<file path="src/rtl/debug_slave_if.sv">
// Ring and probe signals of one debug_slave node, with master and slave views.
// DEBUG_SLAVE_BITCNT_EN adds the bit_cntr/len_err diagnostic signals.
interface debug_slave_if #(
  parameter int DATA_WIDTH = 32
);
  logic                  debug_di;
  logic                  debug_sl;
  logic                  debug_do;
  logic                  debug_sl_o;
  logic [DATA_WIDTH-1:0] dbg_in;
  logic [DATA_WIDTH-1:0] dbg_out;
  logic                  load_pulse;
`ifdef DEBUG_SLAVE_BITCNT_EN
  logic [7:0]            bit_cntr;
  logic                  len_err;

  modport slave (
    input  debug_di, debug_sl, dbg_in,
    output debug_do, debug_sl_o, dbg_out, load_pulse, bit_cntr, len_err
  );
  modport master (
    output debug_di, debug_sl, dbg_in,
    input  debug_do, debug_sl_o, dbg_out, load_pulse, bit_cntr, len_err
  );
`else
  modport slave (
    input  debug_di, debug_sl, dbg_in,
    output debug_do, debug_sl_o, dbg_out, load_pulse
  );
  modport master (
    output debug_di, debug_sl, dbg_in,
    input  debug_do, debug_sl_o, dbg_out, load_pulse
  );
`endif
endinterface

</file>
<file path="src/rtl/debug_slave.sv">
// Debug-ring node: a DATA_WIDTH shift register spliced into the serial ring, with load/shift commands.
// Optional DEBUG_SLAVE_BITCNT_EN adds a shift counter and a sticky ring-length error flag.
module debug_slave #(
  parameter int                    DATA_WIDTH = 32,
  parameter int                    SL_DELAY   = 1,
  parameter logic [DATA_WIDTH-1:0] DOUT_INIT  = '0
) (
  input logic          mclk,
  input logic          mrst,
  debug_slave_if.slave dbg
);

  typedef enum logic {IDLE, ARM} state_t;

  state_t                state_q, state_d;
  logic                  sl_d;
  logic                  do_shift, do_load;
  logic [DATA_WIDTH-1:0] sr;
  logic [DATA_WIDTH-1:0] dout_q;
  logic                  load_pulse_q;
  logic                  sl_o_q;

  // Command line alignment: the master budgets SL_DELAY cycles before decode
  generate
    if (SL_DELAY == 0) begin : g_sl_direct
      assign sl_d = dbg.debug_sl;
    end else begin : g_sl_pipe
      logic [SL_DELAY-1:0] sl_pipe;
      always_ff @(posedge mclk or posedge mrst) begin
        if (mrst) begin
          sl_pipe <= '0;
        end else begin
          sl_pipe[0] <= dbg.debug_sl;
          for (int i = 1; i < SL_DELAY; i++) begin
            sl_pipe[i] <= sl_pipe[i-1];
          end
        end
      end
      assign sl_d = sl_pipe[SL_DELAY-1];
    end
  endgenerate

  always_ff @(posedge mclk or posedge mrst) begin
    if (mrst) begin
      state_q <= IDLE;
      sl_o_q  <= 1'b0;
    end else begin
      state_q <= state_d;
      sl_o_q  <= dbg.debug_sl;
    end
  end

  // A 1 seen in ARM is always the qualifier, so a third consecutive 1 re-arms instead of reloading
  always_comb begin
    state_d  = IDLE;
    do_shift = 1'b0;
    do_load  = 1'b0;
    case (state_q)
      IDLE: begin
        if (sl_d) state_d = ARM;
      end
      ARM: begin
        state_d  = IDLE;
        do_shift = ~sl_d;
        do_load  = sl_d;
      end
      default: state_d = IDLE;
    endcase
  end

  always_ff @(posedge mclk or posedge mrst) begin
    if (mrst) begin
      sr           <= '0;
      dout_q       <= DOUT_INIT;
      load_pulse_q <= 1'b0;
    end else begin
      load_pulse_q <= do_load;
      if (do_load) begin
        dout_q <= sr;
        sr     <= dbg.dbg_in;
      end else if (do_shift) begin
        sr <= (sr >> 1) | (DATA_WIDTH'(dbg.debug_di) << (DATA_WIDTH - 1));
      end
    end
  end

  assign dbg.debug_do   = sr[0];
  assign dbg.debug_sl_o = sl_o_q;
  assign dbg.dbg_out    = dout_q;
  assign dbg.load_pulse = load_pulse_q;

`ifdef DEBUG_SLAVE_BITCNT_EN
  logic [7:0] bit_cntr_q;
  logic       len_err_q;

  // A load after a shift count that is not a whole number of ring passes flags a host framing error
  always_ff @(posedge mclk or posedge mrst) begin
    if (mrst) begin
      bit_cntr_q <= 8'd0;
      len_err_q  <= 1'b0;
    end else if (do_load) begin
      bit_cntr_q <= 8'd0;
      if ((bit_cntr_q != 8'd0) && ((32'(bit_cntr_q) % 32'(DATA_WIDTH)) != 32'd0)) begin
        len_err_q <= 1'b1;
      end
    end else if (do_shift) begin
      bit_cntr_q <= bit_cntr_q + 8'd1;
    end
  end

  assign dbg.bit_cntr = bit_cntr_q;
  assign dbg.len_err  = len_err_q;
`endif

endmodule
</file>
<file path="src/flat_wrapper.sv">
// flat-port wrapper written by rule: the top's interface ports become plain ports
module debug_slave_flat 
#(
  parameter int                    DATA_WIDTH = 32,
  parameter int                    SL_DELAY   = 1,
  parameter logic [DATA_WIDTH-1:0] DOUT_INIT  = '0
)
  (mclk, mrst, dbg_debug_di, dbg_debug_sl, dbg_dbg_in, dbg_debug_do, dbg_debug_sl_o, dbg_dbg_out, dbg_load_pulse);
  debug_slave_if #(.DATA_WIDTH(DATA_WIDTH)) dbg_i ();
  input logic mclk;
  input logic mrst;
  input wire logic [$bits(dbg_i.debug_di)-1:0] dbg_debug_di;
  input wire logic [$bits(dbg_i.debug_sl)-1:0] dbg_debug_sl;
  input wire logic [$bits(dbg_i.dbg_in)-1:0] dbg_dbg_in;
  output wire logic [$bits(dbg_i.debug_do)-1:0] dbg_debug_do;
  output wire logic [$bits(dbg_i.debug_sl_o)-1:0] dbg_debug_sl_o;
  output wire logic [$bits(dbg_i.dbg_out)-1:0] dbg_dbg_out;
  output wire logic [$bits(dbg_i.load_pulse)-1:0] dbg_load_pulse;
  assign dbg_i.debug_di = dbg_debug_di;
  assign dbg_i.debug_sl = dbg_debug_sl;
  assign dbg_i.dbg_in = dbg_dbg_in;
  assign dbg_debug_do = dbg_i.debug_do;
  assign dbg_debug_sl_o = dbg_i.debug_sl_o;
  assign dbg_dbg_out = dbg_i.dbg_out;
  assign dbg_load_pulse = dbg_i.load_pulse;
  debug_slave #(.DATA_WIDTH(DATA_WIDTH), .SL_DELAY(SL_DELAY), .DOUT_INIT(DOUT_INIT)) u_core (.mclk(mclk), .mrst(mrst), .dbg(dbg_i));
endmodule
</file>
<file path="config.mk">
export PLATFORM = sky130hd
export DESIGN_NAME = debug_slave_flat
export DESIGN_NICKNAME = d
export VERILOG_FILES = /design/src/rtl/debug_slave_if.sv /design/src/rtl/debug_slave.sv /design/src/flat_wrapper.sv
export SDC_FILE = /design/constraint.sdc
export NUM_CORES = 1
export LEC_CHECK = 0
export ABC_AREA = 1
export BUFFER_PORTS_ARGS = -buffer_cell sky130_fd_sc_hd__buf_2
export CAP_MARGIN = 10
export CORE_MARGIN = 4
export CORE_UTILIZATION = 54
export DETAILED_ROUTE_END_ITERATION = 8
export PLACE_DENSITY = 0.86
export SYNTH_ARGS = -nofsm -noshare
export SYNTH_HDL_FRONTEND = slang
export SYNTH_SLANG_ARGS = --single-unit
</file>
<file path="constraint.sdc">
create_clock -name mclk -period 2.3 [get_ports mclk]
set_input_delay 0 -clock mclk [delete_from_list [all_inputs] [get_ports mclk]]
set_output_delay 0 -clock mclk [all_outputs]
set_load 0.02 [all_outputs]
</file>
==> results of run 1 <==
## flip-flops by register name, summed over array words and instances, names as in the netlist
signal	flops
u_core.dbg.dbg_out	32
u_core.sr	32
u_core.dbg.load_pulse	1
u_core.g_sl_pipe.sl_pipe	1
u_core.state_q	1
## cell type report
class                           instances  share of cell area [%]
Sequential cell                        67                    42.3
Multi-Input combinational cell        226                    25.8
Timing Repair Buffer                  109                    18.4
Inverter                               68                    6.44
Clock buffer                           10                    3.47
Tap cell                               72                    2.27
Clock inverter                          6                    1.39
## power by group
part	switching [mW]	leakage [nW]	internal [mW]
logic	0.559	1.41	0.319
registers	0.118	0.785	1.40
clock network	0.442	0.106	0.520
total	1.12	2.30	2.24
## synthesized netlist by cell type (all sizes together)
cell type,instances
inv,68
o21ai,32
buf,20
nand3,32
dfrtp,67
nor2,1
clkbuf,1
nand2,161
## cells by family (layout without fill, tap and decap cells)
logic type / after synthesis / in the layout / share of synthesized area (%)
simple gates: 194 / 194 / 24.8
buf+inv: 89 / 193 / 13.9
flops: 67 / 67 / 53.5
compound gates: 32 / 32 / 7.86
## how the worst max path moves through the flow
stage / start / endpoint / slack, ns / cells after the start
6_report: u_core.g_sl_pipe.sl_pipe$_DFF_PP0_ / u_core.sr[31]$_DFFE_PP0P_ / 0.54 / 6
5_1_grt: u_core.g_sl_pipe.sl_pipe$_DFF_PP0_ / u_core.sr[31]$_DFFE_PP0P_ / 0.41 / 6
4_1_cts: u_core.g_sl_pipe.sl_pipe$_DFF_PP0_ / u_core.sr[31]$_DFFE_PP0P_ / 0.54 / 6
3_5_place_dp: u_core.state_q$_DFF_PP0_ / u_core.sr[4]$_DFFE_PP0P_ / 0.92 / 5
3_3_place_gp: u_core.g_sl_pipe.sl_pipe$_DFF_PP0_ / u_core.dbg.dbg_out[3]$_DFFE_PP0P_ / 0.98 / 3
2_1_floorplan: mrst / u_core.dbg.dbg_out[0]$_DFFE_PP0P_ / 0.62 / 1
## repair_timing
item,4_1_cts,5_1_grt
hold buffers,34,0
endpoints found under the setup margin,0,0
hold endpoints to repair,99,0
## stage by stage
| stage | util (%) | cells | setup slack (ns) | hold WS, ns | cell area [sq um] |
|---|---|---|---|---|---|
| 2_1_floorplan | - | 382 | 0.617 | 0.0314 | 3130 |
| 3_3_place_gp | 61.6 | 508 | 0.984 | 0.111 | 3430 |
| 3_5_place_dp | 61.6 | 508 | 0.924 | 0.120 | 3430 |
| 4_1_cts | 71.1 | 558 | 0.542 | 0.00884 | 3970 |
| 5_1_grt | 71.1 | 558 | 0.408 | 0.0191 | 3970 |
| 6_report | 71.1 | 558 | 0.539 | -0.00315 | 3970 |
## critical path, cell delays in order, from the launching register on
cell and delay (ns):
dfrtp_1 0.43, inv_2 0.44, nand2_1 0.10, nand3_1 0.09, dlygate4sd3_1 0.55, nand2_1 0.05, inv_1 0.04
## metal layers
| metal | GRT usage, % | vias to the layer above | part of all wire, % |
|---|---|---|---|
| met3 | 6.87 | 17 | 6.7 |
| met2 | 35.8 | 93 | 50 |
| met5 | 0 | - | 0 |
| met4 | 9.50 | 0 | 2.4 |
| met1 | 26.9 | 1250 | 41 |
| li1 | - | 1328 | - |
==> results_dict.tcl, run 1 <==
set metrics [dict create \
    tightestPinTransition_ns 0.772 \
    layout.nets 517 \
    synth_seq_cells 67 \
    synthDistinctLibCells 14 \
    avgSynthCellArea_sq_um 8.20 \
    syn-cell-area_sq_um 3130 \
    reg2reg_to "u_core.sr[31]$_DFFE_PP0P_" \
    skew_ns 0.00677 \
    min_to "u_core.sr[6]$_DFFE_PP0P_" \
    finalSetupTns_ns 0 \
    grt_pass1_vias 2752 \
    final_cell_mix "nand2_1, buf_2, dfrtp_1" \
    layout.area.seq_sq_um 1680 \
    cts-resized-gates 0 \
    drt_iter0_drc 187 \
    p_per_area_nw_per_um2 847 \
    start_kind "flip-flop" \
    coreArea_sq_um 5570 \
    cp.required_ns 2.59 \
    fin_hold_ws_ns -0.00315 \
    maxCapViolCount 0 \
    via_per_inst 4.82 \
    diodes 0 \
    relSlewSlack_pct 48.5 \
    multiInputGateArea_sq_um 1020 \
    ff2ff_setup_slack_ns 0.54 \
    die-area_sq_um 7090 \
    drt_wl_total_um 7210 \
    cts_sinks 67 \
    grt_pass1_wl_um 12500 \
    ctsRootBufferMaster "clkbuf_8" \
    grt_use_total_pct 22.0 \
    critPathMaxFanout 33 \
    vias 2688 \
    worstPathArrival_ns 2.05 \
    finalHoldViolCount 1 \
    drtAntennaViolNets 0 \
    wl_per_cell_um 12.9 \
    cts_tree "done" \
    critPathCaptureType "flip-flop" \
    hp-class "primary input to flip-flop" \
    rows 27 \
    crit_type "flip-flop to flip-flop" \
    cts_made_buffers 9 \
    gp_congestion 0.824 \
    period_share_pct 76.6 \
    synthToLayoutAreaGrowth_pct 26.5 \
    cts_setup_buffers 0 \
    numPortBuffers 70 \
    outcome "finished with violations" \
    synth_warnings 0 \
    finalSetupViolCount 0 \
    yosysTopAreaCell "dfrtp_1" \
    drcViolationCount 0 \
    synth_top_area_share_pct 53.5 \
    syn_inst 382 \
    min_path_cells 5 \
    grt_overflow 0 \
    rr_worst_depth 6 \
    power_mw 3.36 \
    slew_violations 0 \
    ios 71 \
    num-fill-cells 405 \
    yosysSeqAreaShare_pct 53.5 \
    leakage_nw 2.30 \
    path_clk_slew_ns 0.07 \
    max-vdd-ir-drop_mv 0.541 \
    rr_startpoint "u_core.g_sl_pipe.sl_pipe$_DFF_PP0_" \
    die_x_um 84.2 \
    synth.area.top_cells "dfrtp_1, nand2_1, inv_1, o21ai_2, nand3_1" \
    grt_antenna_before_repair 0 \
    rsz0062_at_grt "no" \
    fin_crit_ns 1.76 \
    violations "negative hold slack" \
    timing.fmax_mhz 568 \
    dp_hpwl_um 4460 \
    start_util_pct 56.2 \
    die_height_um 84.2 \
    drt_pre_antenna_iters 4 \
    min_from "dbg_dbg_in[6]" \
    drive_gt1_share_pct 24.1 \
    grt_max_degree 66 \
    layout_commonest_cell "nand2_1" \
    ctsHtreeMaxLevel 3 \
    ctsLongestPathBuffers 2 \
    syn-num-nets 418 \
    clkLatencyLatePin_ns 0.34 \
]
No activity file was read; power rests on OpenSTA's default activity.
==> run 2, diff against run 1 <==
clock period = 1.8 ns   (was 2.3 ns; I/O delays follow)
==> results_dict.tcl, run 2 (synthesis results as in run 1) <==
set metrics [dict create \
    layout_commonest_cell "nand2_1" \
    period_share_pct 91.5 \
    busiest_layer "met2" \
    slowest_delay_ns 0.57 \
    worstPathArrival_ns 1.88 \
    start_kind "flip-flop" \
    die_x_um 84.2 \
    critical-path-top-delay-family "buffers and inverters" \
    skew_ns 0.00728 \
    grt_use_met2_pct 32.8 \
    slew_violations 0 \
    coreArea_sq_um 5570 \
    reg2reg_to "u_core.sr[31]$_DFFE_PP0P_" \
    grt_use_total_pct 20.1 \
    wl_per_cell_um 11.8 \
    gp_congestion 0.808 \
    cts_sinks 67 \
    drt_wl_total_um 6610 \
    drt_iter0_drc 101 \
    critPathMaxFanout 33 \
    grt_pass1_vias 2653 \
    fin_hold_ws_ns 0.00802 \
    ctsHtreeMaxLevel 3 \
    rows 27 \
    max-vdd-ir-drop_mv 0.566 \
    path_clk_slew_ns 0.07 \
    post-route-util_pct 71.5 \
    final_cells 558 \
    dp_cells 510 \
    critical_path_depth 5 \
    fin_ws_ns 0.153 \
    rr_worst_depth 5 \
    grt_pass1_wl_um 11400 \
    drt_pre_antenna_iters 4 \
    critPathCaptureType "flip-flop" \
    power_mw 4.18 \
    vias 2578 \
    drive_gt1_share_pct 24.1 \
    crit_path_end "u_core.sr[31]$_DFFE_PP0P_" \
    final_area_sq_um 3990 \
    tightestPinTransition_ns 0.650 \
    finalSetupViolCount 0 \
    dp_hpwl_um 4270 \
    use_met3_pct 3.14 \
    via_per_inst 4.62 \
    rr_startpoint "u_core.state_q$_DFF_PP0_" \
    cts_made_buffers 9 \
    synthToLayoutAreaGrowth_pct 27.2 \
    drtAntennaViolNets 0 \
    met1_usage_pct 25.6 \
    grt_overflow 0 \
    timing.fmax_mhz 607 \
    ff2ff_setup_slack_ns 0.15 \
    crit_type "flip-flop to flip-flop" \
    crit_path_start "u_core.state_q$_DFF_PP0_" \
    finalHoldViolCount 0 \
    worst-path-buf-inv 3 \
    rsz0062_at_grt "no" \
    p_per_area_nw_per_um2 1050 \
    start_util_pct 56.2 \
    layout.nets 518 \
    numPortBuffers 70 \
    outcome "completed" \
    grt_antenna_before_repair 0 \
    clkLatencyLatePin_ns 0.33 \
    relSlewSlack_pct 56.6 \
    drcViolationCount 0 \
    maxCapViolCount 0 \
    leakage_nw 2.31 \
    die_height_um 84.2 \
    dp_slack_ns 0.547 \
    diodes 0 \
    finalSetupTns_ns 0 \
    cp.required_ns 2.03 \
    dpl_cell_area_sq_um 3470 \
    hp-class "primary input to flip-flop" \
    ios 71 \
    fin_crit_ns 1.65 \
    cts_tree "done" \
    ctsRootBufferMaster "clkbuf_8" \
    crit_chain "buf_4 -> nand3_1 -> dlygate4sd3_1 -> nand2_1 -> inv_1" \
    die-area_sq_um 7090 \
    critPathSlowestCell "dlygate4sd3_1" \
    final_cell_mix "nand2_1, buf_2, dfrtp_1" \
    grt_max_degree 38 \
    ctsLongestPathBuffers 2 \
]
## run 2: worst min-delay path by stage
stage | slack, ns | start | cells past startpoint | endpoint
after floorplan | 0.03 | dbg_debug_sl | 0 | u_core.g_sl_pipe.sl_pipe$_DFF_PP0_
after global placement | 0.13 | mrst | 2 | u_core.dbg.dbg_out[3]$_DFFE_PP0P_
after detailed placement | 0.12 | dbg_debug_sl | 1 | u_core.g_sl_pipe.sl_pipe$_DFF_PP0_
after CTS | 0.002 | dbg_dbg_in[9] | 5 | u_core.sr[9]$_DFFE_PP0P_
after global routing | 0.03 | dbg_dbg_in[19] | 5 | u_core.sr[19]$_DFFE_PP0P_
final | 0.008 | dbg_dbg_in[9] | 5 | u_core.sr[9]$_DFFE_PP0P_
## run 2: area by class of cell
cell class / count / area [sq um]
clock inverter: 2 / 10.0
multi-input combinational: 226 / 1020
timing repair buffer: 110 / 762
fill: 433 / 1590
inverter: 68 / 258
clock buffer: 13 / 169
tap: 72 / 90.1
sequential: 67 / 1680
## run 2: what timing repair did
action,CTS,global route
hold endpoints to repair,61,0
endpoints found under the setup margin,0,1
buffers inserted,0,0
hold buffers,33,0
gates resized for setup,0,3
## run 2: routing by layer
metal	wire, um	part of all wire [%]	vias up
met2	3220	49	64
met3	303	4.6	16
met5	0	0	-
li1	-	-	1333
met4	165	2.5	0
met1	2920	44	1165
## run 2: where the power goes
| part | total [mW] | internal, mW | switching (mW) |
|---|---|---|---|
| clock network | 1.13 | 0.602 | 0.528 |
| logic | 1.12 | 0.416 | 0.699 |
| registers | 1.94 | 1.79 | 0.150 |
| total | 4.18 | 2.81 | 1.38 |
## run 2: worst register-to-register path, stage by stage (launching register included)
cell           delay, ns
dfrtp_1             0.40
buf_4               0.37
nand3_1             0.11
dlygate4sd3_1       0.57
nand2_1             0.06
inv_1               0.04
==> run 3, diff against run 2 <==
--- a/config.mk
+++ b/config.mk
@@ -7,10 +7,11 @@
 export LEC_CHECK = 0
 export ABC_AREA = 1
-export BUFFER_PORTS_ARGS = -buffer_cell sky130_fd_sc_hd__buf_2
 export CAP_MARGIN = 10
+export CORE_ASPECT_RATIO = 2
 export CORE_MARGIN = 4
-export CORE_UTILIZATION = 54
+export CORE_UTILIZATION = 63
 export DETAILED_ROUTE_END_ITERATION = 8
-export PLACE_DENSITY = 0.86
+export DONT_BUFFER_PORTS = 1
+export PLACE_DENSITY = 0.85
 export SYNTH_ARGS = -nofsm -noshare
 export SYNTH_HDL_FRONTEND = slang
==> constraint.sdc (replaced) <==
create_clock -name mclk -period 1.8 [get_ports mclk]
set_input_delay 0.09 -clock mclk [delete_from_list [all_inputs] [get_ports mclk]]
set_output_delay 0.09 -clock mclk [all_outputs]
set_load 0.02 [all_outputs]
==> results_dict.tcl, run 3 (synthesis results as in run 1) <==
set metrics [dict create \
    outcome "completed" \
    tightestPinTransition_ns 0.574 \
    cts_setup_buffers 0 \
    final_cells 476 \
    cts_tree "done" \
    worstPathArrival_ns 1.96 \
    finalSetupViolCount 0 \
    leakage_nw 2.04 \
    ctsLongestPathBuffers 2 \
    fin_ws_ns 0.127 \
    hp-class "primary input to async pin" \
    crit_type "flip-flop to flip-flop" \
    cts_made_buffers 9 \
    relSlewSlack_pct 61.7 \
    wl_met1_um 2450 \
    num-fill-cells 355 \
    crit_path_start "u_core.g_sl_pipe.sl_pipe$_DFF_PP0_" \
    timing.fmax_mhz 598 \
    met3_length_um 408 \
    die-area_sq_um 6240 \
    rows 36 \
    drtAntennaViolNets 0 \
    die_x_um 57.9 \
    drt_wl_total_um 6810 \
    cts_sinks 67 \
    ios 71 \
    via_per_inst 5.11 \
    grt_antenna_before_repair 0 \
    grt_overflow 0 \
    period_share_pct 92.9 \
    numPortBuffers 0 \
    rr_worst_depth 6 \
    maxUsedRoutingLayer "met4" \
    maxCapViolCount 0 \
    clkLatencyLatePin_ns 0.35 \
    cp_common_cell "nand2_1" \
    ff2ff_setup_slack_ns 0.13 \
    layout_commonest_cell "nand2_1" \
    max-vdd-ir-drop_mv 0.871 \
    fin_hold_ws_ns 0.259 \
    synthToLayoutAreaGrowth_pct 16.5 \
    grt_pass1_wl_um 11600 \
    die_height_um 108 \
    ctsHtreeMaxLevel 3 \
    dp_slack_ns 0.536 \
    grt_pass1_vias 2498 \
    cp.required_ns 2.09 \
    coreArea_sq_um 4860 \
    dp_cells 425 \
    start_kind "flip-flop" \
    start_util_pct 64.4 \
    critPathCaptureType "flip-flop" \
    path_clk_slew_ns 0.07 \
    critPathMaxFanout 33 \
    grt_use_total_pct 24.9 \
    ctsRootBufferMaster "clkbuf_8" \
    slew_violations 0 \
    wl_per_cell_um 14.3 \
    reg2reg_to "u_core.sr[31]$_DFFE_PP0P_" \
    dp_hpwl_um 4440 \
    gp_congestion 0.808 \
    grt_max_degree 46 \
    drcViolationCount 0 \
    layout.nets 450 \
    drt_iter0_drc 97 \
    finalSetupTns_ns 0 \
    final_cell_mix "nand2_1, dfrtp_1, inv_1" \
    drive_gt1_share_pct 11.7 \
    skew_ns 0.00716 \
    rsz0062_at_grt "no" \
    fin_crit_ns 1.67 \
    slowest_delay_ns 0.56 \
    drt_pre_antenna_iters 4 \
    met2RoutedLength_um 3700 \
    rr_startpoint "u_core.g_sl_pipe.sl_pipe$_DFF_PP0_" \
    critPathSlowestCell "dlygate4sd3_1" \
    finalHoldViolCount 0 \
    crit_chain "buf_6 -> nand2_1 -> nand3_1 -> dlygate4sd3_1 -> nand2_1 -> inv_1" \
    p_per_area_nw_per_um2 1130 \
    vias 2433 \
    diodes 0 \
    crit_path_end "u_core.sr[31]$_DFFE_PP0P_" \
]
[run 3: cell types whose count changed in the layout (fill, tap and decap cells not counted), sizes merged]
cell and change:
buf -70, bufinv +1, clkbuf -3, clkinv +3, dlygate4sd3 +2
[run 3: layout make-up]
cell class                      instances  area (sq um)  share of cell area (%)
Timing Repair Buffer                   42           432                    11.8
Inverter                               68           258                    7.06
Clock inverter                          6          55.1                    1.51
Multi-Input combinational cell        226          1020                    28.0
Sequential cell                        67          1680                    45.9
Clock buffer                           10           138                    3.77
Tap cell                               57          71.3                    1.95
[run 3: worst min path at each step]
| stage | startpoint | to | slack (ns) | cells after the start |
|---|---|---|---|---|
| CTS | mrst | u_core.sr[23]$_DFFE_PP0P_ | 0.26 | 2 |
| global placement | mrst | u_core.dbg.dbg_out[25]$_DFFE_PP0P_ | 0.05 | 1 |
| detailed placement | mrst | u_core.dbg.dbg_out[25]$_DFFE_PP0P_ | 0.07 | 1 |
| global route | mrst | u_core.dbg.dbg_out[25]$_DFFE_PP0P_ | 0.30 | 2 |
| finish | mrst | u_core.dbg.dbg_out[23]$_DFFE_PP0P_ | 0.26 | 2 |
| floorplan | dbg_debug_sl | u_core.g_sl_pipe.sl_pipe$_DFF_PP0_ | 0.12 | 0 |
[run 3: critical path, delay by kind of cell, from the launching register on]
kind | cells | cell delay, ns
buf+inv | 3 | 0.93
flops | 1 | 0.46
simple gates | 3 | 0.23
[run 3: report_power, final]
group | leakage (nW) | switching (mW) | internal, mW | total (mW)
clock network | 0.106 | 0.552 | 0.664 | 1.22
logic | 1.15 | 0.433 | 0.283 | 0.716
registers | 0.785 | 0.395 | 1.79 | 2.18
total | 2.04 | 1.38 | 2.73 | 4.11
[run 3: per-stage QoR]
stage	power, mW	util (%)	area, sq um
floorplan	2.71	-	3130
global placement	2.81	63.8	3100
detailed placement	2.86	63.8	3100
CTS	4.16	74.9	3650
global route	4.36	75.1	3650
finish	4.11	75.1	3650
[run 3: metal layers]
metal	vias up	GRT usage, %
li1	1205	-
met1	1121	27.6
met2	86	42.4
met3	21	5.16
met4	0	14.9
met5	-	0
[run 3: what timing repair did]
item                                   CTS  global route
setup endpoints to repair                0             1
hold buffers                            35             0
endpoints found under the hold margin   58             0
resized for setup                        0             3
